<file path="src/rtl/serial_sub_pkg.sv">
// Shared definitions for the bit-serial subtractor: FSM encodings
// and the default operand width.
package serial_sub_pkg;

    localparam int SUB_WIDTH_DEF = 4;

    typedef enum logic [1:0] {
        IDLE = 2'd0,
        BUSY = 2'd1,
        DONE = 2'd2
    } state_t;

endpackage

</file>
<file path="src/rtl/full_subtractor.sv">
// Gate-level one-bit full subtractor: d = a - b - bin, bout = borrow out.
// Ports: a, b, bin (in); d, bout (out).
module full_subtractor (
    input  logic a,
    input  logic b,
    input  logic bin,
    output logic d,
    output logic bout
);

    logic axb;

    assign axb  = a ^ b;
    assign d    = axb ^ bin;
    // Borrow when b exceeds a, or when they match and a borrow arrives.
    assign bout = (~a & b) | (~axb & bin);

endmodule

</file>
<file path="src/rtl/serial_subtractor.sv">
// Bit-serial subtractor: out = a - b - bin, one bit per clock, LSB first.
// Ports: clk, rst (sync, active-high); in_valid/in_ready + a, b, bin;
// out_valid/out_ready + out, borrow; ovf only when SERIAL_SUB_OVF_EN.
module serial_subtractor
    import serial_sub_pkg::*;
#(
    parameter int WIDTH = SUB_WIDTH_DEF
) (
    input  logic             clk,
    input  logic             rst,
    input  logic             in_valid,
    output logic             in_ready,
    input  logic [WIDTH-1:0] a,
    input  logic [WIDTH-1:0] b,
    input  logic             bin,
    output logic             out_valid,
    input  logic             out_ready,
    output logic [WIDTH-1:0] out,
    output logic             borrow
`ifdef SERIAL_SUB_OVF_EN
    ,
    output logic             ovf
`endif
);

    localparam int CNT_W = $clog2(WIDTH) + 1;

    state_t             state_q;
    state_t             state_d;
    logic [WIDTH-1:0]   a_sr;
    logic [WIDTH-1:0]   b_sr;
    logic [WIDTH-1:0]   res_q;
    logic               br_q;
    logic [CNT_W-1:0]   cnt_q;
    logic               borrow_q;
    logic               d;
    logic               bout;
    logic               last;

    full_subtractor u_fs (
        .a    (a_sr[0]),
        .b    (b_sr[0]),
        .bin  (br_q),
        .d    (d),
        .bout (bout)
    );

    assign last = (cnt_q == CNT_W'(WIDTH - 1));

    always_ff @(posedge clk) begin
        if (rst) begin
            state_q <= IDLE;
        end else begin
            state_q <= state_d;
        end
    end

    always_comb begin
        state_d = state_q;
        unique case (state_q)
            IDLE: if (in_valid) state_d = BUSY;
            BUSY: if (last) state_d = DONE;
            DONE: if (out_ready) state_d = IDLE;
            default: state_d = IDLE;
        endcase
    end

    assign in_ready  = (state_q == IDLE);
    assign out_valid = (state_q == DONE);
    assign out       = res_q;
    assign borrow    = borrow_q;

`ifdef SERIAL_SUB_OVF_EN
    logic ovf_q;

    // Signed overflow: borrow into the MSB differs from borrow out of it.
    always_ff @(posedge clk) begin
        if (rst) begin
            ovf_q <= 1'b0;
        end else if (state_q == BUSY && last) begin
            ovf_q <= br_q ^ bout;
        end
    end

    assign ovf = ovf_q;
`endif

    always_ff @(posedge clk) begin
        if (rst) begin
            a_sr     <= '0;
            b_sr     <= '0;
            res_q    <= '0;
            br_q     <= 1'b0;
            cnt_q    <= '0;
            borrow_q <= 1'b0;
        end else begin
            unique case (state_q)
                IDLE: begin
                    if (in_valid) begin
                        a_sr  <= a;
                        b_sr  <= b;
                        br_q  <= bin;
                        cnt_q <= '0;
                    end
                end
                BUSY: begin
                    // Result fills from the MSB so bit 0 lands last.
                    res_q <= {d, res_q[WIDTH-1:1]};
                    a_sr  <= {1'b0, a_sr[WIDTH-1:1]};
                    b_sr  <= {1'b0, b_sr[WIDTH-1:1]};
                    br_q  <= bout;
                    if (last) begin
                        borrow_q <= bout;
                    end else begin
                        cnt_q <= cnt_q + 1'b1;
                    end
                end
                default: ;
            endcase
        end
    end

endmodule

</file>
<file path="config.mk">
export PLATFORM = sky130hd
export DESIGN_NAME = serial_subtractor
export DESIGN_NICKNAME = d
export VERILOG_FILES = /design/src/rtl/serial_sub_pkg.sv /design/src/rtl/full_subtractor.sv /design/src/rtl/serial_subtractor.sv
export SDC_FILE = /design/constraint.sdc
export NUM_CORES = 1
export LEC_CHECK = 0
export ABC_CLOCK_PERIOD_IN_PS = 2050
export BUFFER_PORTS_ARGS = -buffer_cell sky130_fd_sc_hd__buf_4
export CAP_MARGIN = 20
export CORE_ASPECT_RATIO = 0.9
export CORE_MARGIN = 2
export CORE_UTILIZATION = 50
export CTS_CLUSTER_DIAMETER = 100
export CTS_CLUSTER_SIZE = 30
export DETAILED_ROUTE_END_ITERATION = 8
export PLACE_DENSITY_LB_ADDON = 0.1
export SYNTH_ARGS = -nofsm -noshare
export SYNTH_HDL_FRONTEND = slang
export SYNTH_HIERARCHICAL = 1
export SYNTH_SLANG_ARGS = --single-unit
</file>
<file path="constraint.sdc">
create_clock -name clk -period 2.05 [get_ports clk]
set_input_delay 0.205 -clock clk [delete_from_list [all_inputs] [get_ports clk]]
set_output_delay 0.205 -clock clk [all_outputs]
set_load 0.01 [all_outputs]
</file>
Word level (Yosys, flattened, before mapping)
Cells that the tools add are included.

Add/subtract/negate cells: 1. Equality and inequality tests: 7. Muxes and demuxes: 13. Bitwise gates (word level): 7. Reductions and logical operators: 6.

Operators by type and width (count): 4-bit case mux with 2 select lines (2); 4-bit 2-to-1 mux (2); 2-bit 2-to-1 mux (3); 3-bit 2-to-1 mux (2); 2-bit inequality test, second input constant (3); 2-bit case mux with 3 select lines (1); 3-bit case mux with 2 select lines (1); 3-bit AND reduction (2); 2-bit AND reduction (2); 3-bit by 1-bit adder with 3-bit output, second input constant (1); 3-bit by 2-bit equality test with 1-bit output, second input constant (1); 1-bit AND (2); 2-bit by 1-bit equality test with 1-bit output, second input constant (1); 2-bit equality test, second input constant (1); 2-bit logical NOT (1); 2-bit by 1-bit inequality test with 1-bit output, second input constant (1); 1-bit inverter (2); 1-bit case mux with 2 select lines (1); 2-bit nonzero test (1); 1-bit bitwise XOR (2); 1-bit 2-to-1 mux (1); 1-bit OR (1).

Register bits: 19. Input bits: 13. Output and inout bits: 7. Word-level logic and storage cells: 41.

Logic depth before layout (Yosys ltp)
Gate-level depths: netlist of run 1.

Depth after elaboration: 5. Depth in mapped cells: 5. Mapped depth without buffers: 5.

Cells and area by module
The synthesis of run 1 kept the hierarchy.

Modules (own cells, without submodules): serial_subtractor (times used 1, cells each 81, area each 810.8 um^2, seq. area each 380.4 um^2); full_subtractor (times used 1, cells each 4, area each 31.3 um^2, seq. area each 0.0 um^2).

Least setup slack after synthesis of run 1
Ideal clock, no wire load.

Path kind: register to register. Start point: reg cnt_q[0]. End point: reg cnt_q[0]. Library setup time: 75 ps. Data arrival time: 1195 ps. Data required time: 1975 ps. Path slack: 780 ps. Cell stages (with the launch flop): 5. Buffers on the path: 0. Period minus slack after synthesis: 1270 ps. Path through: dfxtp_1 ha_1 ha_1 or3_4 o22ai_1.

Word-level cells in the longest chain between the ends: 3. Elaborated cells on any way between the ends: 6. Classes of those cells: add/sub: 1; eq/ne: 2; mux: 2; reduce/logical: 1.

Ends and longest elaborated chain: start: declaration (line serial_subtractor.sv:34) `logic [CNT_W-1:0] cnt_q;`; start signal: assignment (line serial_subtractor.sv:115) `cnt_q <= cnt_q + 1'b1;`; 3-bit by 1-bit adder with 3-bit output / 3-bit by 2-bit equality test with 1-bit output (equally long branches) (line serial_subtractor.sv:115, serial_subtractor.sv:48); 3-bit 2-to-1 mux / 2-bit inequality test (equally long branches); 3-bit case mux with 2 select lines / 3-bit AND reduction (equally long branches).

Several ways; a longest one is shown, not always the timed one. The select of a mux whose other input is x is not followed. A chain may end at the register's enable or synchronous reset.

Worst setup path after layout of run 1
Start point: reg state_q[0]. End point: out in_ready.

Word-level cells in the longest chain between the ends: 1.

Ends and longest elaborated chain: start: declaration (line serial_subtractor.sv:28) `state_t state_q;`; start signal: assignment (line serial_subtractor.sv:54) `state_q <= state_d;`; 2-bit logical NOT (line serial_subtractor.sv:68) `assign in_ready = (state_q == IDLE);`; end: declaration (line serial_subtractor.sv:12) `output logic in_ready,`.

No other way between the ends.

==> metrics.cfg, run 1 <==
[placed_design]
gp_congestion = 0.696
io_buffers = 19
place_ws_ps = 633
placed_area_um2 = 988
dp_hpwl_um = 1080

[worst_setup_path]
worst_path_max_delay_cell = dfxtp_1
critical-path-top-delay-family = flip-flops
crit_buf_inv = 2
end_kind = output pin
startpoint_type = register
cp_common_cell = buf_4
path_class = register to output pin
rrSetupSlack_ps = 600
path_cells = buf_4, nor2_1, buf_4
critPathMaxStageDelay_ps = 550
crit_required_ps = 1850
arrival_ps = 1310
cp_max_fo = 9

[sta]
clock_skew_ps = 3.41
setup_tns_ps = 0
rsz0062_at_grt = no
setup_viol = 0
drv_slew = 0
holdWs_ps = 160
fmax_mhz = 661
min_period_ps = 1510
finalHoldViolCount = 0
slew-limit-headroom = 0.757
worst_slew_pin_slew_ps = 364
layout_setup_ws_ps = 538
final.period_utilization = 0.738

[die]
placementRows = 14
dieArea_um2 = 2030
initial_utilization = 0.517
pin_count = 20
core_area_um2 = 1630
dieHeight_um = 42.9
die_w_um = 47.3

[yosys]
syn_inst = 85
ys_top_cells_by_area = dfxtp_1 45%, mux2i_1 14%, nor2_1 6.7%
synth_area_per_cell_um2 = 9.91
synth_area_um2 = 842
synth.distinct_cells = 21
synth_top_area_cell = dfxtp_1
synth_top_area_frac = 0.452
yosysWarnings = 6
yosysSeqAreaShare = 0.452
synth_seq_cells = 19
synthesis.nets = 101

[detailed_routing]
firstDrtPassIters = 4
route.vias.total = 642
ant_nets = 0
drtIter0Drc = 4
drc = 0
routed_wirelength_um = 1440
wire_per_inst_um = 11.3
viasPerCell = 5.02

[finish]
fillers = 153
final_nets = 121
syn2layout_area_growth_pct = 20.5
drive_gt1_frac = 0.240
final_area_um2 = 1010
diodes = 0

[power_and_ir_drop]
worst_ir_drop_vdd_mv = 0.406
clkPwrFrac = 0.259
swShare = 0.253
seqPwrFrac = 0.579
power.density_nw_per_um2 = 697
p_int_w = 0.000528
p_comb_frac = 0.162
p_sw_w = 0.000179
leakage_nw = 0.448

[clock_network]
cts_sinks = 19
tritoncts = yes
ctsHoldBuffers = 0
cts.path.max_buffers = 2
clock-root-buffer = clkbuf_4
cts-resized-gates = 0
htreeDepth = 1
numCtsBuffers = 3
insertion_delay_ps = 290
postCtsSetupBuffers = 0
clk_transition_reported_paths_ps = 100

[grt]
grt_pass1_vias = 590
track_usage = 0.175
grt_overflow = 0
grt_pass1_wl_um = 2470
antenna_found_initial = 0
grt_max_degree = 21

[worst_hold_path]
hp-class = input port to register

[status]
status = completed

[flow_run]
max_cap_viol_count = 0

worst reg2reg max path, delay by kind of cell (launching register included):
family          cells  cell delay, ps
flops               1             340
fa+ha+maj           2             420
compound gates      2             430
simple gates        1             150
power by group through the flow:
stage	registers, W	clock network [W]	logic (W)
after detailed placement	0.000418	0	0.000115
after global placement	0.000417	0	0.000113
after CTS	0.000410	0.000195	0.000115
after floorplan	0.000413	0	0.0000843
final	0.000410	0.000183	0.000114
after global routing	0.000413	0.000210	0.000129
placed cells by master (no fill, tap or decap):
cell / n
a211oi_1: 7
a21oi_1: 2
a32oi_1: 2
buf_4: 20
clkbuf_1: 1
clkbuf_4: 3
dfxtp_1: 19
fa_1: 1
ha_1: 2
inv_1: 6
mux2i_1: 12
nand2b_1: 5
nand3b_1: 1
nor2_1: 15
nor2b_1: 2
o21ba_2: 1
o21bai_1: 1
o22ai_1: 1
o32ai_1: 2
or3_4: 1
cell type report:
| cell class | count | area [µm²] | share of cell area |
|---|---|---|---|
| multi-input combinational | 55 | 405 | 0.400 |
| sequential | 19 | 380 | 0.375 |
| timing repair buffer | 20 | 150 | 0.148 |
| tap | 24 | 30.0 | 0.0296 |
| clock buffer | 4 | 26.3 | 0.0259 |
| inverter | 6 | 22.5 | 0.0222 |
synth_stat cells (all sizes together):
library cell / count
ha: 2
nand3b: 1
dfxtp: 19
mux2i: 12
a211oi: 7
nor2b: 2
inv: 6
or3: 1
nand2b: 5
nor2: 15
o22ai: 1
a32oi: 2
buf: 4
clkbuf: 1
o21ba: 1
o21bai: 1
fa: 1
a21oi: 2
o32ai: 2
metrics by stage:
stage | std cells | util | power (W)
2_1_floorplan | 85 | - | 0.000498
3_3_place_gp | 124 | 0.607 | 0.000530
3_5_place_dp | 124 | 0.607 | 0.000533
4_1_cts | 128 | 0.623 | 0.000720
5_1_grt | 128 | 0.623 | 0.000753
6_report | 128 | 0.623 | 0.000707
routing by layer:
metal | track usage | part of all wire
met1 | 0.205 | 0.45
met2 | 0.273 | 0.48
met3 | 0.0638 | 0.045
met4 | 0.0833 | 0.020
met5 | 0 | 0
final timing paths:
path,from,end,cells past startpoint
setup / recovery,state_q[0],in_ready,3
hold reg to reg,cnt_q[1],cnt_q[1],2
setup reg to reg,cnt_q[0],cnt_q[2],5
hold / removal,out_ready,state_q[1],3
state kept, by name, indices dropped and copies added, names as in the netlist:
signal,flops
b_sr,4
state_q,2
cnt_q,3
a_sr,4
br_q,1
out,4
borrow,1
kinds of logic (layout without fill, tap and decap cells):
| family | Yosys count | count (layout) | share of synthesized area |
|---|---|---|---|
| AO/OA/AOI/OAI | 16 | 16 | 0.144 |
| adder cells (fa/ha/maj) | 3 | 3 | 0.0535 |
| buffers and inverters | 11 | 30 | 0.0668 |
| flip-flops | 19 | 19 | 0.452 |
| multiplexers | 12 | 12 | 0.143 |
| AND/OR/NAND/NOR | 24 | 24 | 0.141 |
Power figures use the tool's default switching activity.
==> run 2, diff against run 1 <==
--- a/config.mk
+++ b/config.mk
@@ -5,7 +5,8 @@
 export SDC_FILE = /design/constraint.sdc
 export NUM_CORES = 1
 export LEC_CHECK = 0
-export ABC_CLOCK_PERIOD_IN_PS = 2050
+export ABC_AREA = 1
+export ABC_CLOCK_PERIOD_IN_PS = 1500
 export BUFFER_PORTS_ARGS = -buffer_cell sky130_fd_sc_hd__buf_4
 export CAP_MARGIN = 20
 export CORE_ASPECT_RATIO = 0.9
==> constraint.sdc (replaced) <==
create_clock -name clk -period 1.5 [get_ports clk]
set_input_delay 0.15 -clock clk [delete_from_list [all_inputs] [get_ports clk]]
set_output_delay 0.15 -clock clk [all_outputs]
set_load 0.01 [all_outputs]
==> run 2 against run 1 <==
Sequential cell count unchanged. Global-route usage fell by 0.45 points. Hold slack got worse by 89 ps. Combinational power up 68%. Area after synthesis up 10%. Largest power group unchanged.
==> metrics.cfg, run 2 <==
[clock_network]
insertion_delay_ps = 290  ; about the same
postCtsSetupBuffers = 0  ; unchanged
ctsHoldBuffers = 0  ; unchanged
cts_sinks = 19  ; unchanged
clock-root-buffer = clkbuf_4  ; unchanged
cts-resized-gates = 0  ; unchanged
tritoncts = yes  ; unchanged
clk_transition_reported_paths_ps = 100  ; about the same
htreeDepth = 1  ; unchanged
cts.path.max_buffers = 2  ; unchanged
numCtsBuffers = 3  ; unchanged

[finish]
final_common_cell = nand2_1  ; was buf_4
fillers = 175  ; was 153
final_nets = 170  ; was 121
final_cell_mix = 39 x nand2_1, 27 x nor2_1, 19 x dfxtp_1, 19 x buf_4, 18 x inv_1  ; was 20 x buf_4, 19 x dfxtp_1, 15 x nor2_1
drive_gt1_frac = 0.196  ; was 0.240
fin_cells = 177  ; was 128
final_area_um2 = 1090  ; was 1010 µm²
diodes = 0  ; unchanged
syn2layout_area_growth_pct = 18.1  ; was 20.5%

[flow_run]
max_cap_viol_count = 0  ; unchanged

[yosys]
synth.distinct_cells = 18  ; was 21
yosysMostFrequentCell = nand2_1  ; was dfxtp_1
synth_edf_count = 0  ; unchanged
syn_inst = 134  ; was 85
yosysSeqAreaShare = 0.410  ; was 0.452
synth_top_area_frac = 0.410  ; was 0.452
ys_top_cells_by_area = dfxtp_1 41%, nand2_1 16%, nor2_1 11%  ; was dfxtp_1 45%, mux2i_1 14%, nor2_1 6.7%
synth_seq_cells = 19  ; unchanged
yosysWarnings = 6  ; unchanged
synth_area_um2 = 927  ; was 842 µm²
synth_area_per_cell_um2 = 6.92  ; was 9.91 µm²
synthesis.nets = 150  ; was 101
ys_async_sr_fraction = 0  ; unchanged
synth_common_cells = 39 x nand2_1, 27 x nor2_1, 19 x dfxtp_1, 18 x inv_1, 7 x a21oi_1  ; was 19 x dfxtp_1, 15 x nor2_1, 12 x mux2i_1, 7 x a211oi_1, 6 x inv_1
ys.flop_type = dfxtp_1  ; unchanged
synth_top_area_cell = dfxtp_1  ; unchanged

[power_and_ir_drop]
power_w = 0.00101  ; was 0.000707 W
swShare = 0.277  ; was 0.253
p_int_w = 0.000727  ; was 0.000528 W
worst_ir_drop_vdd_mv = 0.683  ; was 0.406 mV
power.density_nw_per_um2 = 918  ; was 697 nW/µm²
seqPwrFrac = 0.558  ; was 0.579
p_comb_frac = 0.190  ; was 0.162
clkPwrFrac = 0.252  ; was 0.259
p_sw_w = 0.000279  ; was 0.000179 W
leakage_nw = 0.542  ; was 0.448 nW

[status]
status = completed  ; unchanged

[placed_design]
place_inst = 173  ; was 124
placed_area_um2 = 1070  ; was 988 µm²
dp_hpwl_um = 1260  ; was 1080 µm
gp_congestion = 0.751  ; was 0.696
place_ws_ps = 279  ; was 633 ps
io_buffers = 19  ; unchanged

[sta]
slew-limit-headroom = 0.729  ; was 0.757
worst_slew_pin_slew_ps = 406  ; was 364 ps
layout_setup_ws_ps = 250  ; was 538 ps
fmax_mhz = 800
min_period_ps = 1250
final.period_utilization = 0.833
setup_tns_ps = 0  ; unchanged
drv_slew = 0  ; unchanged
clock_skew_ps = 0.611  ; was 3.41 ps
finalHoldViolCount = 0  ; unchanged
setup_viol = 0  ; unchanged
rsz0062_at_grt = no  ; unchanged

[worst_setup_path]
critPathMaxStageDelay_ps = 340  ; was 550 ps
critical-path-top-delay-family = adder cells  ; was flip-flops
crit_required_ps = 1730  ; was 1850 ps
crit_buf_inv = 0  ; was 2
cp_max_fo = 5  ; was 9
cp_num_cells = 5  ; was 3
worst_r2r_path_depth = 5  ; unchanged
arrival_ps = 1480  ; was 1310 ps
end_kind = register  ; was output pin
path_cells = ha_1, ha_1, nor2_1, nand2_1, a21oi_1  ; was buf_4, nor2_1, buf_4
path_class = register to register  ; was register to output pin
startpoint_type = register  ; unchanged
worst_path_max_delay_cell = dfxtp_1  ; unchanged
cp_common_cell = ha_1  ; was buf_4

[grt]
grt_pass1_vias = 730  ; was 590
grt_overflow = 0  ; unchanged
grt_max_degree = 18  ; was 21
grt_pass1_wl_um = 2850  ; was 2470 µm
track_usage = 0.170  ; was 0.175
antenna_found_initial = 0  ; unchanged

[die]
core_area_um2 = 1720  ; was 1630 µm²
dieHeight_um = 44.9  ; was 42.9 µm
pin_count = 20  ; unchanged
placementRows = 14  ; unchanged
dieArea_um2 = 2220  ; was 2030 µm²
initial_utilization = 0.540  ; was 0.517
die_w_um = 49.4  ; was 47.3 µm

[detailed_routing]
firstDrtPassIters = 4  ; unchanged
drtIter0Drc = 16  ; was 4
routed_wirelength_um = 1650  ; was 1440 µm
route.vias.total = 825  ; was 642
viasPerCell = 4.66  ; was 5.02
ant_nets = 0  ; unchanged
drc = 0  ; unchanged
wire_per_inst_um = 9.31  ; was 11.3 µm

[worst_hold_path]
min_path_cells = 2  ; was 3
hp-class = input port to register  ; unchanged

-- run 2: cell count changes in the layout (fill, tap and decap cells not counted), moves of 7 or more --
cell,delta
mux2i_1,-12
a211oi_1,-7
inv_1,+12
nand2_1,+39
nor2_1,+12
-- run 2: layout make-up --
class,instances,area (µm²),share of cell area
well taps,24,30.0,0.0274
inverters,19,71.3,0.0651
repair buffers,19,143,0.130
multi-input cells,92,444,0.406
flip-flops and latches,19,380,0.347
clock buffers,4,26.3,0.0240
-- run 2: final timing paths --
kind / from / slack, ps / end
worst max register to register: cnt_q[0] / 250 / cnt_q[1]
worst min register to register: borrow / 480 / borrow
worst min-delay path: rst / 70 / a_sr[3]
worst max-delay path: cnt_q[0] / 250 / cnt_q[1]
-- run 2: power groups by stage --
stage | clock (W) | sequential, W | combinational (W)
global route | 0.000283 | 0.000566 | 0.000225
detailed placement | 0 | 0.000573 | 0.000193
CTS | 0.000262 | 0.000561 | 0.000194
global placement | 0 | 0.000572 | 0.000189
finish | 0.000253 | 0.000561 | 0.000191
floorplan | 0 | 0.000573 | 0.000134
-- run 2: through the flow --
stage,hold WS (ps),utilization
2_1_floorplan,293,-
3_3_place_gp,382,0.622
3_5_place_dp,384,0.622
4_1_cts,63.1,0.638
5_1_grt,66.9,0.638
6_report,70.6,0.638
-- run 2: logic make-up after synthesis --
group,Yosys count,synth area share
DFF,19,0.410
AOI/OAI and AO/OA,17,0.120
buffers and inverters,23,0.111
adders and majority gates,3,0.0486
and+or+nand+nor,72,0.310
-- run 2: per-layer routing --
layer,wire length [µm],GRT usage
met5,0,0
met4,11,0.0333
met3,91,0.0629
met2,760,0.311
met1,785,0.196
